**src/rtl/quick_spi_pkg.sv**
```systemverilog
// Shared definitions for the quick_spi burst sequencer: byte width, default filler
// byte and the burst FSM state encoding.
package quick_spi_pkg;

  localparam int unsigned SPI_BYTE_W = 8;
  localparam logic [SPI_BYTE_W-1:0] FILLER_DEFAULT = 8'h00;

  typedef enum logic [2:0] {
    ST_IDLE,
    ST_SETUP,
    ST_LOAD,
    ST_WAIT_BUSY,
    ST_WAIT_DATA,
    ST_HOLD
  } burst_state_e;

endpackage

```
**src/rtl/quick_spi_sync_fifo.sv**
```systemverilog
// Single-clock first-word fall-through FIFO with registered full/empty flags.
// Simultaneous push and pop both take effect; popping an empty FIFO does nothing.
module quick_spi_sync_fifo #(
  parameter int unsigned WIDTH = 8,
  parameter int unsigned DEPTH = 16
) (
  input  logic             clk,
  input  logic             rst_n,
  input  logic             push_i,
  input  logic [WIDTH-1:0] wdata_i,
  input  logic             pop_i,
  output logic [WIDTH-1:0] rdata_o,
  output logic             full_o,
  output logic             empty_o
);

  localparam int unsigned AW = (DEPTH > 1) ? $clog2(DEPTH) : 1;
  localparam int unsigned CW = AW + 1;

  logic [WIDTH-1:0] mem_q [DEPTH];
  logic [AW-1:0]    wr_ptr_q;
  logic [AW-1:0]    rd_ptr_q;
  logic [CW-1:0]    count_q;
  logic [CW-1:0]    count_d;
  logic             full_q;
  logic             empty_q;
  logic             pop_en_c;
  logic             push_en_c;

  // A pop frees a slot in the same cycle, so a full FIFO still accepts push+pop.
  assign pop_en_c  = pop_i & ~empty_q;
  assign push_en_c = push_i & (~full_q | pop_en_c);

  always_comb begin
    count_d = count_q;
    case ({push_en_c, pop_en_c})
      2'b10:   count_d = count_q + CW'(1);
      2'b01:   count_d = count_q - CW'(1);
      default: count_d = count_q;
    endcase
  end

  always_ff @(posedge clk or negedge rst_n) begin
    if (!rst_n) begin
      for (int unsigned i = 0; i < DEPTH; i++) begin
        mem_q[i] <= '0;
      end
      wr_ptr_q <= '0;
      rd_ptr_q <= '0;
      count_q  <= '0;
      full_q   <= 1'b0;
      empty_q  <= 1'b1;
    end else begin
      if (push_en_c) begin
        mem_q[wr_ptr_q] <= wdata_i;
        wr_ptr_q        <= wr_ptr_q + AW'(1);
      end
      if (pop_en_c) begin
        rd_ptr_q <= rd_ptr_q + AW'(1);
      end
      count_q <= count_d;
      full_q  <= (count_d == CW'(DEPTH));
      empty_q <= (count_d == CW'(0));
    end
  end

  assign rdata_o = mem_q[rd_ptr_q];
  assign full_o  = full_q;
  assign empty_o = empty_q;

endmodule

```
**src/rtl/quick_spi_burst_ctrl.sv**
```systemverilog
// Burst sequencer in front of the quick_spi byte master: owns chip select, feeds one
// byte per start from the TX FIFO and collects returned bytes into the RX FIFO.
module quick_spi_burst_ctrl
  import quick_spi_pkg::*;
#(
  parameter int unsigned            TX_DEPTH = 16,
  parameter int unsigned            RX_DEPTH = 16,
  parameter int unsigned            CS_SETUP = 2,
  parameter int unsigned            CS_HOLD  = 2,
  parameter logic [SPI_BYTE_W-1:0]  FILLER   = FILLER_DEFAULT
) (
  input  logic                  clk,
  input  logic                  rst,
  input  logic [SPI_BYTE_W-1:0] tx_data,
  input  logic                  tx_valid,
  output logic                  tx_ready,
  output logic [SPI_BYTE_W-1:0] rx_data,
  output logic                  rx_valid,
  input  logic                  rx_ready,
  input  logic [7:0]            burst_len,
  input  logic                  go,
  output logic                  busy,
  output logic                  done,
  output logic                  rx_overflow,
  output logic                  cs_n,
  output logic                  spi_start,
  output logic [SPI_BYTE_W-1:0] spi_data_in,
  input  logic [SPI_BYTE_W-1:0] spi_data_out,
  input  logic                  spi_busy,
  input  logic                  spi_new_data
);

  localparam int unsigned CNT_W = 16;

  burst_state_e          state_q, state_d;
  logic [7:0]            remain_q, remain_d;
  logic [CNT_W-1:0]      cnt_q, cnt_d;
  logic                  cs_n_q, cs_n_d;
  logic                  start_q, start_d;
  logic [SPI_BYTE_W-1:0] data_in_q, data_in_d;
  logic                  busy_q, busy_d;
  logic                  done_q, done_d;
  logic                  ovf_q, ovf_d;
  logic                  rx_push_q, rx_push_d;
  logic [SPI_BYTE_W-1:0] rx_wdata_q, rx_wdata_d;

  logic [SPI_BYTE_W-1:0] tx_head_c;
  logic                  tx_full_c;
  logic                  tx_empty_c;
  logic                  tx_pop_c;
  logic                  rx_full_c;
  logic                  rx_empty_c;

  quick_spi_sync_fifo #(
    .WIDTH (SPI_BYTE_W),
    .DEPTH (TX_DEPTH)
  ) u_tx_fifo (
    .clk     (clk),
    .rst_n   (rst),
    .push_i  (tx_valid),
    .wdata_i (tx_data),
    .pop_i   (tx_pop_c),
    .rdata_o (tx_head_c),
    .full_o  (tx_full_c),
    .empty_o (tx_empty_c)
  );

  quick_spi_sync_fifo #(
    .WIDTH (SPI_BYTE_W),
    .DEPTH (RX_DEPTH)
  ) u_rx_fifo (
    .clk     (clk),
    .rst_n   (rst),
    .push_i  (rx_push_q),
    .wdata_i (rx_wdata_q),
    .pop_i   (rx_ready),
    .rdata_o (rx_data),
    .full_o  (rx_full_c),
    .empty_o (rx_empty_c)
  );

  always_ff @(posedge clk or negedge rst) begin
    if (!rst) begin
      state_q    <= ST_IDLE;
      remain_q   <= '0;
      cnt_q      <= '0;
      cs_n_q     <= 1'b1;
      start_q    <= 1'b0;
      data_in_q  <= '0;
      busy_q     <= 1'b0;
      done_q     <= 1'b0;
      ovf_q      <= 1'b0;
      rx_push_q  <= 1'b0;
      rx_wdata_q <= '0;
    end else begin
      state_q    <= state_d;
      remain_q   <= remain_d;
      cnt_q      <= cnt_d;
      cs_n_q     <= cs_n_d;
      start_q    <= start_d;
      data_in_q  <= data_in_d;
      busy_q     <= busy_d;
      done_q     <= done_d;
      ovf_q      <= ovf_d;
      rx_push_q  <= rx_push_d;
      rx_wdata_q <= rx_wdata_d;
    end
  end

  // Pin outputs are decoded from the current state and so trail it by one cycle.
  always_comb begin
    state_d    = state_q;
    remain_d   = remain_q;
    cnt_d      = cnt_q;
    data_in_d  = data_in_q;
    ovf_d      = ovf_q;
    rx_push_d  = 1'b0;
    rx_wdata_d = rx_wdata_q;
    tx_pop_c   = 1'b0;
    cs_n_d     = (state_q == ST_IDLE);
    start_d    = (state_q == ST_LOAD);
    done_d     = (state_q == ST_IDLE) && !cs_n_q;

    if (rx_push_q && rx_full_c && !rx_ready) begin
      ovf_d = 1'b1;
    end

    case (state_q)
      ST_IDLE: begin
        if (go && (burst_len != 8'd0)) begin
          state_d  = ST_SETUP;
          remain_d = burst_len;
          cnt_d    = '0;
          ovf_d    = 1'b0;
        end
      end
      ST_SETUP: begin
        if (cnt_q == CNT_W'(CS_SETUP - 1)) begin
          cnt_d   = '0;
          state_d = ST_LOAD;
        end else begin
          cnt_d = cnt_q + CNT_W'(1);
        end
      end
      ST_LOAD: begin
        data_in_d = tx_empty_c ? FILLER : tx_head_c;
        tx_pop_c  = !tx_empty_c;
        state_d   = ST_WAIT_BUSY;
      end
      ST_WAIT_BUSY: begin
        if (spi_busy) begin
          state_d = ST_WAIT_DATA;
        end
      end
      ST_WAIT_DATA: begin
        if (spi_new_data) begin
          rx_push_d  = 1'b1;
          rx_wdata_d = spi_data_out;
          remain_d   = remain_q - 8'd1;
          cnt_d      = '0;
          state_d    = (remain_q == 8'd1) ? ST_HOLD : ST_LOAD;
        end
      end
      ST_HOLD: begin
        if (cnt_q == CNT_W'(CS_HOLD - 1)) begin
          cnt_d   = '0;
          state_d = ST_IDLE;
        end else begin
          cnt_d = cnt_q + CNT_W'(1);
        end
      end
      default: state_d = ST_IDLE;
    endcase

    busy_d = (state_d != ST_IDLE);
  end

  assign tx_ready    = ~tx_full_c;
  assign rx_valid    = ~rx_empty_c;
  assign busy        = busy_q;
  assign done        = done_q;
  assign rx_overflow = ovf_q;
  assign cs_n        = cs_n_q;
  assign spi_start   = start_q;
  assign spi_data_in = data_in_q;

endmodule

```
**config.mk**
```make
export PLATFORM = sky130hd
export DESIGN_NAME = quick_spi_burst_ctrl
export DESIGN_NICKNAME = d
export VERILOG_FILES = /design/src/rtl/quick_spi_pkg.sv /design/src/rtl/quick_spi_sync_fifo.sv /design/src/rtl/quick_spi_burst_ctrl.sv
export SDC_FILE = /design/constraint.sdc
export NUM_CORES = 1
export LEC_CHECK = 0
export CORE_MARGIN = 4
export CORE_UTILIZATION = 55
export CTS_BUF_LIST = sky130_fd_sc_hd__clkbuf_4 sky130_fd_sc_hd__clkbuf_8 sky130_fd_sc_hd__clkbuf_16
export CTS_CLUSTER_SIZE = 28
export DETAILED_ROUTE_END_ITERATION = 10
export PLACE_DENSITY = 0.85
export SYNTH_ARGS = -nofsm -noshare
export SYNTH_HDL_FRONTEND = slang
export SYNTH_SLANG_ARGS = --single-unit
export TNS_END_PERCENT = 50
```
**constraint.sdc**
```tcl
create_clock -name clk -period 3 [get_ports clk]
set_input_delay 0.75 -clock clk [delete_from_list [all_inputs] [get_ports clk]]
set_output_delay 0.75 -clock clk [all_outputs]
set_load 0.01 [all_outputs]
```
==> out/metrics.cfg <==
[clocking]
cts.clk_slew.worst_paths_ns = 0.06
tritoncts.num_buffers = 36
ctsHtreeMaxLevel = 2
clkSinkCount = 335
clk_path_buf_depth = 3
cts_root_buffer = sky130_fd_sc_hd__clkbuf_16
tritoncts = built
worst_skew_pair.late_latency_ns = 0.53

[logic_synthesis]
synth_warnings = 0
syn_nets = 1156
synth_top_area_share_pct = 52.7
postSynthAreaPerCell_um2 = 14.3
synth_area_um2 = 15800
post-synth-top-area-cell = sky130_fd_sc_hd__dfrtp_1
yosysMostFrequentCell = sky130_fd_sc_hd__dfrtp_1
synthesized_netlist_cell_count = 1103
fraction_of_the_yosys_area_taken_by_sequential_cells_pct = 53.2
count_of_flip_flops_with_a_built_in_enable_after_synthesis = 0
ys_async_sr_fraction_pct = 100
postSynthRegisterBits = 335
synth-main-ff-cell = sky130_fd_sc_hd__dfrtp_1
synth_cell_type_count = 64
synthTopCellsByArea = sky130_fd_sc_hd__dfrtp_1 53%, sky130_fd_sc_hd__mux2_2 13%, sky130_fd_sc_hd__mux4_2 10%, sky130_fd_sc_hd__mux2_1 6.1%, sky130_fd_sc_hd__ha_1 1.7%
most_numerous_cell_types_in_the_synthesized_netlist = 332 x sky130_fd_sc_hd__dfrtp_1, 183 x sky130_fd_sc_hd__mux2_2, 85 x sky130_fd_sc_hd__mux2_1

[setup_path]
worst_path_largest_cell_delay_ns = 0.53
cpLargestDelayFamily = multiplexers
path_buf_inv = 3
crit_path_cell_trace = buf_12 -> buf_12 -> mux4_2 -> mux4_2 -> buf_6
timing.critical_path.slowest_stage_cell = sky130_fd_sc_hd__mux4_2
worst-r2r-setup-slack_ns = 0.20
cp-start-kind = register
cp_data_arrival_time_ns = 2.47
critPathRequiredTime_ns = 2.25
element_type_at_the_critical_path_end = output port
worst-setup-path-type = register to output port
timing.critical_path.fanout_max = 7

[routing]
route.antenna.remaining_nets = 0
dr_total_vias = 9515
drtIter0Drc = 647
drtPass1Iterations = 5
routed_wire_length_um = 33000
drc_violations = 0
viasPerCell = 6.01
routedWlPerCell_um = 20.9

[timing]
maxClockFrequency_mhz = 311
worstMarginPinSlew_ns = 0.954
final_max_slew_viol_count = 0
hold_viol = 0
final_min_period_over_clock_period_pct = 107
finalHoldWorstSlack_ns = 0.153
min_period_ns = 3.22
grt_setup_unrepaired = true
setup_viol_count_final = 8
final_critical_path_setup_slack_ns = -0.217
finalClockSkew_ns = 0.0302
setup-tns-final_ns = -1.55
slew_headroom_pct = 36.4

[run]
cap_violations = 0

[grt]
via_count_of_the_first_global_routing_pass = 10100
global_route_wire_length_before_repair_um = 54600
antenna_found_initial = 1
grt_overflow = 0
grt_max_degree = 79
grt.total_usage_pct = 21.9

[power]
pwr_density_cell_nw_per_um2 = 943
leakagePower_nw = 8.23
share_clk_of_total_power_pct = 25.1
comb_power_share_pct = 33.8
vdd_ir_drop_max_mv = 0.765
power_switching_share_pct = 32.6
pwr-share-seq_pct = 41.2
internal_power_mw = 11.6
total_power_mw = 17.2
switchingPower_mw = 5.59

[place]
dpl.hpwl_um = 21600
place_ws_ns = -0.330
gp_congestion = 0.804
io_buffers = 53

[final_layout]
post-route-util_pct = 65.0
final_nets = 1232
drive_above_1_share_pct = 34.6
fillCellCount = 1927
synthToLayoutAreaGrowth_pct = 15.5
num_antenna_cells = 0

[die]
dieHeight_um = 177
start_util_pct = 56.3
fp.dieW_um = 177
core_region_area_um2 = 28000
ios = 54
die-area_um2 = 31400
placement_rows = 61

[run_status]
violations = setup timing
outcome = complete, but fails checks

[hold_path]
hold_path_class = input port to asynchronous set/reset pin

## layout make-up
type	count	area [um^2]	area share (%)
Inverter	25	93.8	0.515
Clock buffer	49	1040	5.69
Multi-Input combinational cell	673	6970	38.3
Timing Repair Buffer	108	1120	6.16
Sequential cell	335	8390	46.1
Clock inverter	14	125	0.687
Tap cell	378	473	2.60
## state kept, by name (all words and copies together), names as in the netlist, 3 cells and up
name                count
u_tx_fifo.wr_ptr_q      4
u_tx_fifo.count_q       5
u_rx_fifo.mem_q       128
u_rx_fifo.rd_ptr_q      4
u_tx_fifo.rd_ptr_q      4
u_tx_fifo.mem_q       128
state_q                 3
u_rx_fifo.count_q       5
cnt_q                  16
u_rx_fifo.wr_ptr_q      4
rx_wdata_q              8
spi_data_in             8
remain_q                8
## worst reg2reg max path, delay by kind of cell (launching register included)
kind | cells | cell delay [ns]
multiplexers | 1 | 0.22
flip-flops | 1 | 0.38
adder cells (fa/ha/maj) | 2 | 0.43
XOR/XNOR | 2 | 0.17
AO/OA/AOI/OAI | 1 | 0.11
AND/OR/NAND/NOR | 4 | 1.18
buffers and inverters | 1 | 0.23
## logic make-up (layout without fill, tap and decap cells)
family	Yosys count	count (layout)	share of synthesized area, %
muxes	350	350	30.1
and+or+nand+nor	173	173	6.96
adders and majority gates	22	22	1.79
DFF	335	335	53.2
xor gates and xnor gates	21	21	1.17
AOI/OAI and AO/OA	107	107	4.15
buffers and inverters	95	196	2.64
## per-layer routing
layer | track usage (%) | routed length [um] | vias up
li1 | - | - | 4240
met1 | 29.1 | 13900 | 4980
met2 | 37.1 | 16900 | 243
met3 | 3.99 | 1550 | 50
met4 | 6.64 | 663 | 2
met5 | 0 | 13 | -
## worst paths after layout
kind                                       startpoint                   end  cells after the start
worst min-delay path                              rst  u_rx_fifo.count_q[3]                      1
worst min register to register   u_tx_fifo.mem_q[102]  u_tx_fifo.mem_q[102]                      1
worst max register to register             state_q[2]      u_tx_fifo.full_o                     11
min in group clk                 u_tx_fifo.mem_q[102]  u_tx_fifo.mem_q[102]                      1
max in group asynchronous                         rst   u_tx_fifo.mem_q[75]                      2
worst max-delay path            u_rx_fifo.rd_ptr_q[0]            rx_data[7]                      5
## power by group through the flow
stage          clock, mW  sequential [mW]  combinational [mW]
2_1_floorplan          0             6.50                4.39
3_3_place_gp           0             6.99                5.32
3_5_place_dp           0             7.10                5.54
4_1_cts             4.37             7.06                5.87
5_1_grt             4.57             7.25                6.37
6_report            4.30             7.07                5.80
## through the flow
step                      std cells  cell area [um^2]
after floorplan                1103             15800
after global placement         1509             16900
after detailed placement       1509             16900
after CTS                      1583             18200
after global routing           1582             18200
final                          1582             18200
## placed cells by master, fill, tap and decap left out, types with 10 or more instances in the layout
master	Yosys	layout
sky130_fd_sc_hd__mux4_2	72	72
sky130_fd_sc_hd__nor2_1	29	28
sky130_fd_sc_hd__a21oi_1	20	19
sky130_fd_sc_hd__o21ai_0	48	47
sky130_fd_sc_hd__buf_12	0	10
sky130_fd_sc_hd__buf_4	2	42
sky130_fd_sc_hd__mux2_2	183	183
sky130_fd_sc_hd__mux2i_1	10	10
sky130_fd_sc_hd__nand3_1	21	21
sky130_fd_sc_hd__nor3_1	11	11
sky130_fd_sc_hd__nand2_1	31	31
sky130_fd_sc_hd__inv_1	25	24
sky130_fd_sc_hd__xnor2_1	15	15
sky130_fd_sc_hd__ha_1	21	19
sky130_fd_sc_hd__nor2b_1	18	18
sky130_fd_sc_hd__nand4_1	19	19
sky130_fd_sc_hd__mux2_1	85	85
sky130_fd_sc_hd__clkbuf_16	0	36
sky130_fd_sc_hd__dfrtp_1	332	330
sky130_fd_sc_hd__clkdlybuf4s50_1	0	44
## timing repair
item                                   4_1_cts  5_1_grt
pin swaps                                    0        0
cloned                                       2        0
hold buffers                                 0        0
buffers inserted                             9        0
setup endpoints to repair                    8       11
gates resized for setup                     45        2
endpoints found under the hold margin        0        0
(Power assumes the default switching activity.)
